`src/rtl/shift_deser_pkg.sv`:
```
// Shared definitions for the serial deserializer: FSM state encoding and the
// bit-order constants also used by the shift-register transmit side.
package shift_deser_pkg;

    typedef enum logic {
        ST_IDLE  = 1'b0,
        ST_SHIFT = 1'b1
    } state_t;

    localparam logic DIR_MSB_FIRST = 1'b0;
    localparam logic DIR_LSB_FIRST = 1'b1;

endpackage

```
`src/rtl/shift_deser.sv`:
```
// Serial-in/parallel-out deserializer: captures WIDTH bits after a frame strobe,
// in the bit order latched at frame start, and emits the word with a valid pulse.
module shift_deser
    import shift_deser_pkg::*;
#(
    parameter int WIDTH = 16
) (
    input  logic             i_clk,
    input  logic             i_rst,
    input  logic             i_start,
    input  logic             i_dir,
    input  logic             i_bit,
    output logic [WIDTH-1:0] o_data,
    output logic             o_valid,
    output logic             o_busy,
    output logic             o_err
);

    localparam int               CNT_W = $clog2(WIDTH);
    localparam logic [CNT_W-1:0] LAST  = CNT_W'(WIDTH - 1);

    // Buffer contents after the first bit of a frame, placed where the
    // subsequent shifts will carry it to its final position.
    function automatic logic [WIDTH-1:0] f_first(input logic dir, input logic b);
        logic [WIDTH-1:0] v;
        v = '0;
        if (dir == DIR_LSB_FIRST) v[WIDTH-1] = b;
        else                      v[0]       = b;
        return v;
    endfunction

    function automatic logic [WIDTH-1:0] f_shift(input logic [WIDTH-1:0] cur,
                                                 input logic dir, input logic b);
        if (dir == DIR_MSB_FIRST) return {cur[WIDTH-2:0], b};
        else                      return {b, cur[WIDTH-1:1]};
    endfunction

    state_t           r_state;
    logic             r_dir;
    logic [WIDTH-1:0] r_buf;
    logic [CNT_W-1:0] r_cnt;
    logic [WIDTH-1:0] r_data;
    logic             r_valid;
    logic             r_busy;
    logic             r_err;

    logic [WIDTH-1:0] w_shifted;
    logic [WIDTH-1:0] w_first;
    logic             w_last;

    assign w_shifted = f_shift(r_buf, r_dir, i_bit);
    assign w_first   = f_first(i_dir, i_bit);
    assign w_last    = (r_cnt == LAST);

    always_ff @(posedge i_clk) begin
        if (i_rst) begin
            r_state <= ST_IDLE;
            r_dir   <= DIR_MSB_FIRST;
            r_buf   <= '0;
            r_cnt   <= '0;
            r_data  <= '0;
            r_valid <= 1'b0;
            r_busy  <= 1'b0;
            r_err   <= 1'b0;
        end else begin
            r_valid <= 1'b0;
            r_err   <= 1'b0;
            case (r_state)
                ST_IDLE: begin
                    if (i_start) begin
                        r_dir   <= i_dir;
                        r_buf   <= w_first;
                        r_cnt   <= CNT_W'(1);
                        r_state <= ST_SHIFT;
                        r_busy  <= 1'b1;
                    end
                end
                ST_SHIFT: begin
                    if (w_last) begin
                        r_data  <= w_shifted;
                        r_valid <= 1'b1;
                    end
                    // A strobe on the completion cycle still delivers the old
                    // word; it only counts as an abort if the frame was partial.
                    if (i_start) begin
                        r_dir  <= i_dir;
                        r_buf  <= w_first;
                        r_cnt  <= CNT_W'(1);
                        r_busy <= 1'b1;
                        r_err  <= !w_last;
                    end else if (w_last) begin
                        r_cnt   <= '0;
                        r_state <= ST_IDLE;
                        r_busy  <= 1'b0;
                    end else begin
                        r_buf <= w_shifted;
                        r_cnt <= r_cnt + CNT_W'(1);
                    end
                end
                default: r_state <= ST_IDLE;
            endcase
        end
    end

    assign o_data  = r_data;
    assign o_valid = r_valid;
    assign o_busy  = r_busy;
    assign o_err   = r_err;

endmodule

```
`config.mk`:
```
export PLATFORM = sky130hd
export DESIGN_NAME = shift_deser
export DESIGN_NICKNAME = d
export VERILOG_FILES = /design/src/rtl/shift_deser_pkg.sv /design/src/rtl/shift_deser.sv
export SDC_FILE = /design/constraint.sdc
export NUM_CORES = 1
export LEC_CHECK = 0
export ABC_CLOCK_PERIOD_IN_PS = 1800
export CAP_MARGIN = 30
export CORE_UTILIZATION = 35
export CTS_CLUSTER_DIAMETER = 60
export DETAILED_ROUTE_END_ITERATION = 6
export GPL_TIMING_DRIVEN = 0
export PLACE_DENSITY = 0.62
export SYNTH_ARGS = -nofsm -noshare
export SYNTH_HDL_FRONTEND = slang
export SYNTH_SLANG_ARGS = --single-unit
```
`constraint.sdc`:
```
create_clock -name i_clk -period 1.8 [get_ports i_clk]
set_input_delay 0.18 -clock i_clk [delete_from_list [all_inputs] [get_ports i_clk]]
set_output_delay 0.18 -clock i_clk [all_outputs]
set_load 0.1 [all_outputs]
```
Yosys cells after proc, flatten, opt, wreduce, memory -nomap -nowiden

Index checks and enable logic that the tools add are counted.

Register bits after elaboration: 41
Input bits: 5

$add $sub $neg: 1
Eq/ne operators: 4
Mux-type cells: 21
Bitwise logic cells: 2
Reductions and logical operators: 6

Operators by type and width:

| operator                                              | number |
|---|---|
| two-way mux 16 bit                                    | 4 |
| case mux 16 bit (2 select lines)                      | 1 |
| two-way mux 4 bit                                     | 3 |
| two-way mux 1 bit                                     | 10 |
| case mux 4 bit (2 select lines)                       | 1 |
| AND reduction 2 bit                                   | 3 |
| adder 4 x 1 -> 4 bit, second input constant           | 1 |
| equality test 4 bit, second input constant            | 1 |
| case mux 1 bit (2 select lines)                       | 2 |
| inequality test 3 x 2 -> 1 bit, second input constant | 1 |
| inequality test 3 bit, second input constant          | 1 |
| OR reduction 3 bit                                    | 1 |
| inequality test 2 bit, second input constant          | 1 |
| NOT 1 bit                                             | 2 |
| OR reduction 2 bit                                    | 1 |
| zero test 1 bit                                       | 1 |

Depth between registers and ports, before layout

Gate-level depths: netlist of the first run.

Depth after elaboration: 4
Depth in mapped cells: 6
Depth with buffers taken out: 4

Least setup slack after synthesis of the first run

No wires, ideal clock.

Path kind: register -> register
From: reg r_cnt[0]
To: reg r_buf[6]
Arrival time: 1.438 ns
Slack: 0.293 ns
Cell stages (with the launch flop): 6
Buffers on the path: 1
Cell sequence: dfxtp_1 -> ha_1 -> and3_1 -> buf_6 -> or4_1 -> a21oi_1

Longest elaborated chain between the ends: 3

RTL lines:

| what                                   | line              | source |
|---|---|---|
| start, declared                        | shift_deser.sv:41 | `logic [CNT_W-1:0] r_cnt;` |
| start signal, assigned                 | shift_deser.sv:97 | `r_cnt <= r_cnt + CNT_W'(1);` |
| equality test 4 bit                    | shift_deser.sv:53 | `assign w_last = (r_cnt == LAST);` |
| inequality test 3 bit (no source line) | --                |  |
| AND reduction 2 bit (no source line)   | --                |  |
| end signal, assigned                   | shift_deser.sv:72 | `r_buf <= w_first;` |
| end signal, assigned                   | shift_deser.sv:87 | `r_buf <= w_first;` |
| end signal, assigned                   | shift_deser.sv:96 | `r_buf <= w_shifted;` |
| end, declared                          | shift_deser.sv:40 | `logic [WIDTH-1:0] r_buf;` |

No other way between the ends.
A chain may end at the register's enable or synchronous reset.

Worst setup path after layout of the first run

From: reg r_data[2] (netlist: o_data[2])
To: out o_data[2]

RTL lines:

| what                   | line              | source |
|---|---|---|
| start, declared        | shift_deser.sv:42 | `logic [WIDTH-1:0] r_data;` |
| start signal, assigned | shift_deser.sv:80 | `r_data <= w_shifted;` |
| end, declared          | shift_deser.sv:13 | `output logic [WIDTH-1:0] o_data,` |

No word-level cell between the ends.

==> flow_metrics.env, run 1 <==
export IMPL_grt_first_pass_wirelength_um=7140
export IMPL_grt_overflow_total=0
export IMPL_start_kind="flop"
export IMPL_syn2layout_area_growth_pct=19.2
export IMPL_pin_count=24
export IMPL_grt_max_degree=12
export IMPL_power_leakage_nw=0.859
export IMPL_synth_nets=218
export IMPL_min_period_ps=1660
export IMPL_drt_pass1_iterations=4
export IMPL_slowest_stage="dlygate4sd2_1"
export IMPL_initial_utilization=0.373
export IMPL_status="finished clean"
export IMPL_fin_skew_ps=1.68
export IMPL_max_slew_margin=0.366
export IMPL_cts_tree="yes"
export IMPL_diodes=0
export IMPL_rows=25
export IMPL_finalWorstSetupSlack_ps=137
export IMPL_switching_power_mw=0.394
export IMPL_yosys_cell_types_count=31
export IMPL_finalHoldViolations=0
export IMPL_fin_hold_ws_ps=184
export IMPL_vias=1540
export IMPL_slew_violations=0
export IMPL_pwr_share_clk=0.354
export IMPL_combPwrFrac=0.077
export IMPL_root_buffer="clkbuf_8"
export IMPL_rsz0062_at_grt="no"
export IMPL_worstSetupEndpointType="primary output"
export IMPL_clock_latency_ps=290
export IMPL_power_density_nw_per_um2=749
export IMPL_antenna_found_initial=0
export IMPL_die_area_um2=5500
export IMPL_drt_initial_drc_count=114
export IMPL_crit_buf_inv=1
export IMPL_synth_top_cell_area_share=0.451
export IMPL_synth_area_um2=1820
export IMPL_ir_drop_v=0.000410
export IMPL_met2_usage=0.259
export IMPL_clkSinkCount=41
export IMPL_io_buffers=21
export IMPL_path_cells="dlygate4sd2_1"
export IMPL_top_usage_layer="met2"
export IMPL_ant_nets=0
export IMPL_cts_made_buffers=5
export IMPL_fin_util=0.445
export IMPL_max_cap_viol_count=0
export IMPL_drive_gt1_frac=0.116
export IMPL_synth_area_per_cell_um2=8.59
export IMPL_finalPower_mw=1.63
export IMPL_synthCells=212
export IMPL_met1_usage=0.247
export IMPL_path_clk_slew_ps=70
export IMPL_detailedPlacementHpwl_um=2960
export IMPL_pre_cts_ws_ps=162
export IMPL_crit_type="flop to primary output"
export IMPL_clock_path_buffers=2
export IMPL_finalSetupViolations=0
export IMPL_worst_slew_pin_slew_ps=955
export IMPL_cts_setup_buffers=0
export IMPL_cp_arrival_ps=1480
export IMPL_internal_power_mw=1.23
export IMPL_ys_warn_count=0
export IMPL_fp_dieH_um=74.1
export IMPL_synth_edf_count=0
export IMPL_drc_errors=0
export IMPL_slowest_delay_ps=860
export IMPL_cp_top_family="buffers and inverters"
export IMPL_h_tree_depth=2
export IMPL_yosysTopAreaCell="dfxtp_1"
export IMPL_holdCritPathClass="input port to flop"
export IMPL_fmax_mhz=601
export IMPL_path_max_fanout=2
export IMPL_routed_wl_um=4230
export IMPL_gp_congestion=0.858
export IMPL_ys_flop_type="dfxtp_1"
export IMPL_post_route_period_util=0.924
export IMPL_floorplan_core_area_um2=4880
export IMPL_routed_via_density=5.00
export IMPL_seq_power_share=0.568
export IMPL_fin_nets=246
export IMPL_synth_area_leaders="dfxtp_1, mux2_2, nor2_1, a21oi_1, nor2b_1"
export IMPL_required_ps=1620
export IMPL_ys_seq_area_frac=0.451
export IMPL_grt_pass1_vias=1454
export IMPL_tns_ps=0
export IMPL_grt_total_usage=0.172
export IMPL_wl_per_cell_um=13.7
export IMPL_fp_dieW_um=74.1
export IMPL_p_sw_frac=0.242
export IMPL_ys_ff_latch=41
export IMPL_use_met3=0.0339
export IMPL_async_flop_share=0
[logic make-up after synthesis]
| kind of cell | after synthesis | synth area share |
|---|---|---|
| AND/OR/NAND/NOR | 86 | 0.237 |
| AO/OA/AOI/OAI | 43 | 0.135 |
| flip-flops | 41 | 0.451 |
| buffers and inverters | 22 | 0.0591 |
| multiplexers | 18 | 0.106 |
| XOR/XNOR | 1 | 0.00481 |
| adder cells (fa/ha/maj) | 1 | 0.00687 |
[layer usage]
metal	wire length [um]	vias to the layer above
met2	1870	30
met4	42	0
met5	0	-
met3	141	5
li1	-	796
met1	2170	709
[cells in the mapped netlist, types with 2 or more instances]
master and count:
a21oi_1 19, nor2b_1 14, a31o_2 2, nand2_1 2
nand3_1 13, mux2_2 11, nor2_1 32, inv_1 3
o21ai_0 14, or4_1 3, dfxtp_1 41, nor3_1 14
a221oi_1 2, buf_2 4, a211oi_1 5, buf_4 3
mux2i_1 7, clkbuf_1 10
[sequential cells by signal, summed over array words and instances (netlist names)]
| register | count |
|---|---|
| o_busy | 1 |
| r_dir | 1 |
| o_valid | 1 |
| r_state | 1 |
| o_err | 1 |
| o_data | 16 |
| r_buf | 16 |
| r_cnt | 4 |
[through the flow]
stage               std cells  instance area, um2
finish                    308                2170
detailed placement        300                2120
CTS                       308                2170
floorplan                 212                1820
global route              308                2170
global placement          300                2120
[path summary, 6_finish.rpt]
path | from | to | slack, ps | depth (start not counted)
worst max-delay path | o_data[2] | o_data[2] | 140 | 1
worst min-delay path | i_rst | r_cnt[3] | 180 | 2
worst max register to register | r_cnt[0] | o_busy | 160 | 5
worst min register to register | r_buf[15] | r_buf[15] | 480 | 2
[area by class of cell]
cell class                      instances  area (um2)
Buffer                                 19        96.3
Clock buffer                            8        80.1
Fill cell                             517        2710
Inverter                                3        11.3
Multi-Input combinational cell        149         893
Sequential cell                        41         821
Tap cell                               67        83.8
Timing Repair Buffer                   21         186
[repair_timing]
item	CTS	global route
endpoints found under the setup margin	19	0
resized for setup	19	0
hold buffers	0	0
[power groups by stage]
stage	logic, mW	clock network, mW	registers, mW
4_1_cts	0.126	0.589	0.925
2_1_floorplan	0.0765	0	0.962
6_report	0.126	0.577	0.925
5_1_grt	0.137	0.626	0.927
3_3_place_gp	0.127	0	0.946
3_5_place_dp	0.127	0	0.947
[cells in the final DEF, fill, tap and decap left out, drive strengths merged]
cell type / synthesis / final
a211oi: 5 / 5
a21oi: 19 / 19
a221oi: 2 / 2
a31o: 2 / 2
a41oi: 1 / 1
and2b: 1 / 1
and3: 1 / 1
and4: 1 / 1
buf: 8 / 8
clkbuf: 11 / 19
clkdlybuf4s50: 0 / 2
dfxtp: 41 / 41
dlygate4sd2: 0 / 19
ha: 1 / 1
inv: 3 / 3
mux2: 11 / 11
mux2i: 7 / 7
nand2: 2 / 2
nand3: 13 / 13
nand3b: 1 / 1
nand4: 1 / 1
nor2: 32 / 32
nor2b: 14 / 14
nor3: 14 / 14
nor4: 1 / 1
o21ai: 14 / 14
or3: 1 / 1
or3b: 1 / 1
or4: 3 / 3
xor2: 1 / 1
(Power assumes the default switching activity.)
==> run 2: changes to the inputs <==
CELL_PAD_IN_SITES_DETAIL_PLACEMENT = 1   (was not set)
CELL_PAD_IN_SITES_GLOBAL_PLACEMENT = 1   (was not set)
CORE_MARGIN = 3   (was not set)
PLACE_DENSITY = 0.76   (was 0.62)
==> flow_metrics.env, run 2 (synthesis results as in run 1) <==
export IMPL_clkSinkCount=41
export IMPL_ir_drop_v=0.000533
export IMPL_multi_input_area_um2=893
export IMPL_clock_path_buffers=2
export IMPL_fin_hold_ws_ps=191
export IMPL_max_cap_viol_count=0
export IMPL_hold_start="i_rst"
export IMPL_finalHoldViolations=0
export IMPL_slowest_stage="or4_1"
export IMPL_fin_nets=246
export IMPL_crit_cells=5
export IMPL_crit_type="flop to flop"
export IMPL_io_buffers=21
export IMPL_fp_dieH_um=78.1
export IMPL_met1_usage=0.232
export IMPL_grt_first_pass_wirelength_um=8210
export IMPL_worstSetupEndpointType="flop"
export IMPL_max_slew_margin=0.363
export IMPL_finalSetupViolations=0
export IMPL_initial_utilization=0.373
export IMPL_wl_per_cell_um=15.5
export IMPL_gp_congestion=0.762
export IMPL_fmax_mhz=596
export IMPL_drc_errors=0
export IMPL_cp_top_family="simple AND/OR/NAND/NOR gates"
export IMPL_syn2layout_area_growth_pct=19.3
export IMPL_routed_via_density=5.15
export IMPL_diodes=0
export IMPL_tns_ps=0
export IMPL_worst_slew_pin_slew_ps=959
export IMPL_start_kind="flop"
export IMPL_clock_latency_ps=300
export IMPL_use_met3=0.0482
export IMPL_rsz0062_at_grt="no"
export IMPL_rows=25
export IMPL_slew_violations=0
export IMPL_r2r_slack_ps=120
export IMPL_h_tree_depth=2
export IMPL_drt_pass1_iterations=4
export IMPL_pin_count=24
export IMPL_crit_start="r_cnt[0]"
export IMPL_post_route_period_util=0.932
export IMPL_holdCritPathClass="input port to flop"
export IMPL_required_ps=2030
export IMPL_layout_commonest_cell="dfxtp_1"
export IMPL_antenna_found_initial=0
export IMPL_fill_cells=609
export IMPL_die_area_um2=6110
export IMPL_crit_end="r_buf[8]"
export IMPL_drive_gt1_frac=0.120
export IMPL_fin_skew_ps=4.17
export IMPL_cts_made_buffers=5
export IMPL_reg2reg_depth=5
export IMPL_regArea_um2=821
export IMPL_fp_dieW_um=78.1
export IMPL_min_period_ps=1680
export IMPL_grt_total_usage=0.172
export IMPL_grt_max_degree=12
export IMPL_path_max_fanout=10
export IMPL_floorplan_core_area_um2=4880
export IMPL_path_cells="ha_1 > and3_1 > buf_6 > or4_1 > a21oi_1"
export IMPL_r2r_start="r_cnt[0]"
export IMPL_ctsHoldBuffers=0
export IMPL_grt_overflow_total=0
export IMPL_path_clk_slew_ps=80
export IMPL_final_cell_mix="dfxtp_1, nor2_1, a21oi_1, dlygate4sd2_1"
export IMPL_cp_arrival_ps=1910
export IMPL_slowest_delay_ps=480
export IMPL_ant_nets=0
export IMPL_top_usage_layer="met2"
export IMPL_cts_tree="yes"
export IMPL_routed_wl_um=4770
export IMPL_vias=1587
export IMPL_drt_initial_drc_count=84
export IMPL_power_leakage_nw=0.861
export IMPL_root_buffer="clkbuf_8"
export IMPL_detailedPlacementHpwl_um=3390
export IMPL_cts_setup_buffers=0
export IMPL_crit_buf_inv=1
export IMPL_grt_pass1_vias=1624
export IMPL_power_density_nw_per_um2=760
export IMPL_worst_r2r_endpoint="r_buf[8]"
export IMPL_met2_usage=0.265
export IMPL_status="finished clean"
## run 2: cell types whose count changed in the layout (fill, tap and decap cells not counted)
cell and change:
clkbuf_2 +1, clkbuf_1 -1
## run 2: worst min-delay path by stage
stage / slack [ps] / cells after the start / endpoint
final: 190 / 2 / r_cnt[3]
after global routing: 220 / 2 / r_cnt[3]
after CTS: 170 / 2 / r_cnt[3]
after detailed placement: 480 / 2 / r_buf[15]
after global placement: 470 / 2 / r_buf[0]
after floorplan: 330 / 2 / r_dir
## run 2: repair_timing
| action | CTS | global route |
|---|---|---|
| gates resized for setup | 19 | 2 |
| setup endpoints to repair | 19 | 7 |
| hold endpoints to repair | 0 | 0 |
## run 2: worst register-to-register path, cell delays in order, from the launching register on
cell and delay, ps:
dfxtp_1 360, ha_1 280, and3_1 220, buf_6 130, or4_1 480, a21oi_1 140
## run 2: report_power, final
| group | switching, mW | internal, mW | total (mW) |
|---|---|---|---|
| registers | 0.00790 | 0.918 | 0.926 |
| clock network | 0.322 | 0.276 | 0.598 |
| logic | 0.0873 | 0.0402 | 0.127 |
## run 2: through the flow
step	utilization	worst slack [ps]	area, um2	power, mW	cells
floorplan	-	293	1820	1.04	212
global route	0.445	3.29	2170	1.72	308
CTS	0.445	100	2170	1.67	308
global placement	0.434	152	2120	1.07	300
detailed placement	0.434	120	2120	1.08	300
finish	0.445	122	2170	1.65	308
## run 2: layout make-up
cell class,instances,area share
Buffer,19,0.0449
Clock buffer,8,0.0368
Inverter,3,0.00518
Multi-Input combinational cell,149,0.411
Sequential cell,41,0.378
Tap cell,67,0.0386
Timing Repair Buffer,21,0.0858
## run 2: routing by layer
layer,routed length [um],part of all wire,up-vias
li1,-,-,795
met4,67,0.014,0
met3,144,0.030,6
met2,2150,0.45,18
met5,0,0,-
met1,2420,0.51,768
==> run 3: changes to the inputs <==
CTS_BUF_LIST = sky130_fd_sc_hd__clkbuf_8   (was not set)
HOLD_SLACK_MARGIN = 0.05   (was not set)
==> flow_metrics.env, run 3 (synthesis results as in run 1) <==
export IMPL_grt_first_pass_wirelength_um=8210
export IMPL_floorplan_core_area_um2=4880
export IMPL_cts_made_buffers=5
export IMPL_io_buffers=21
export IMPL_hold_depth=2
export IMPL_pre_cts_ws_ps=120
export IMPL_gp_congestion=0.762
export IMPL_ir_drop_v=0.000534
export IMPL_root_buffer="clkbuf_8"
export IMPL_clkSinkCount=41
export IMPL_finalSetupViolations=0
export IMPL_post_place_cells=300
export IMPL_required_ps=2030
export IMPL_initial_utilization=0.373
export IMPL_worstSetupEndpointType="flop"
export IMPL_final_cell_count_no_fill=308
export IMPL_worst_slew_pin_slew_ps=959
export IMPL_tns_ps=0
export IMPL_drt_pass1_iterations=4
export IMPL_grt_pass1_vias=1624
export IMPL_ant_nets=0
export IMPL_max_cap_viol_count=0
export IMPL_grt_overflow_total=0
export IMPL_fp_dieH_um=78.1
export IMPL_path_clk_slew_ps=80
export IMPL_layout_commonest_cell="dfxtp_1"
export IMPL_drive_gt1_frac=0.120
export IMPL_detailedPlacementHpwl_um=3390
export IMPL_final_cell_mix="dfxtp_1, nor2_1, a21oi_1, dlygate4sd2_1"
export IMPL_fin_nets=246
export IMPL_rsz0062_at_grt="no"
export IMPL_power_density_nw_per_um2=753
export IMPL_die_area_um2=6110
export IMPL_syn2layout_area_growth_pct=19.3
export IMPL_max_slew_margin=0.363
export IMPL_drt_initial_drc_count=80
export IMPL_finalWorstSetupSlack_ps=121
export IMPL_cts_setup_buffers=0
export IMPL_antenna_found_initial=0
export IMPL_cts_tree="yes"
export IMPL_h_tree_depth=2
export IMPL_power_leakage_nw=0.874
export IMPL_diodes=0
export IMPL_wl_per_cell_um=15.5
export IMPL_r2r_slack_ps=120
export IMPL_crit_type="flop to flop"
export IMPL_routed_wl_um=4770
export IMPL_final_area_um2=2170
export IMPL_reg2reg_depth=5
export IMPL_finalHoldViolations=0
export IMPL_post_route_period_util=0.933
export IMPL_pin_count=24
export IMPL_grt_max_degree=12
export IMPL_grt_total_usage=0.172
export IMPL_fmax_mhz=596
export IMPL_rows=25
export IMPL_drc_errors=0
export IMPL_cp_arrival_ps=1910
export IMPL_routed_via_density=5.15
export IMPL_fp_dieW_um=78.1
export IMPL_slew_violations=0
export IMPL_start_kind="flop"
export IMPL_fin_util=0.445
export IMPL_fin_hold_ws_ps=191
export IMPL_status="finished clean"
export IMPL_min_period_ps=1680
export IMPL_clock_latency_ps=300
export IMPL_finalPower_mw=1.64
export IMPL_vias=1586
export IMPL_fin_skew_ps=4.58
export IMPL_path_max_fanout=10
export IMPL_holdCritPathClass="input port to flop"
export IMPL_placed_area_um2=2120
export IMPL_clock_path_buffers=2
[run 3: cell types whose count changed in the layout (fill, tap and decap cells not counted)]
cell,previous run,this run
inv_1,3,6
clkbuf_1,12,9
[run 3: timing repair]
action                                  in CTS  in global routing
endpoints found under the setup margin      19                  7
pin swaps                                    0                  0
hold buffers                                 0                  0
gates resized for setup                     19                  2
[run 3: area by class of cell]
| class | count | area, um2 |
|---|---|---|
| timing repair buffer | 21 | 186 |
| tap | 67 | 83.8 |
| sequential | 41 | 821 |
| clock inverter | 3 | 11.3 |
| multi-input combinational | 149 | 893 |
| inverter | 3 | 11.3 |
| clock buffer | 5 | 68.8 |
| buffer | 19 | 97.6 |
| fill | 609 | 2710 |
[run 3: report_power, final]
group          switching, mW  total [mW]  leakage, nW  internal, mW
registers            0.00783       0.926        0.332         0.918
clock network          0.324       0.583       0.0519         0.259
logic                 0.0871       0.127        0.490        0.0402
total                  0.419        1.64        0.874          1.22
[run 3: routing by layer]
layer	vias to the layer above	share of wire	track usage
li1	794	-	-
met1	768	0.50	0.232
met2	18	0.45	0.265
met3	6	0.030	0.0482
met4	0	0.014	0.0594
met5	-	0	0
[run 3: worst max-delay path, cell delays in order, from the launching register on]
cell and delay [ps]:
dfxtp_1 360, ha_1 280, and3_1 220, buf_6 130, or4_1 480, a21oi_1 140
[run 3: path summary, 6_finish.rpt]
check / from / end
max reg2reg: r_cnt[0] / r_buf[8]
max: r_cnt[0] / r_buf[8]
min: i_rst / r_cnt[3]
min reg2reg: o_data[8] / o_data[8]
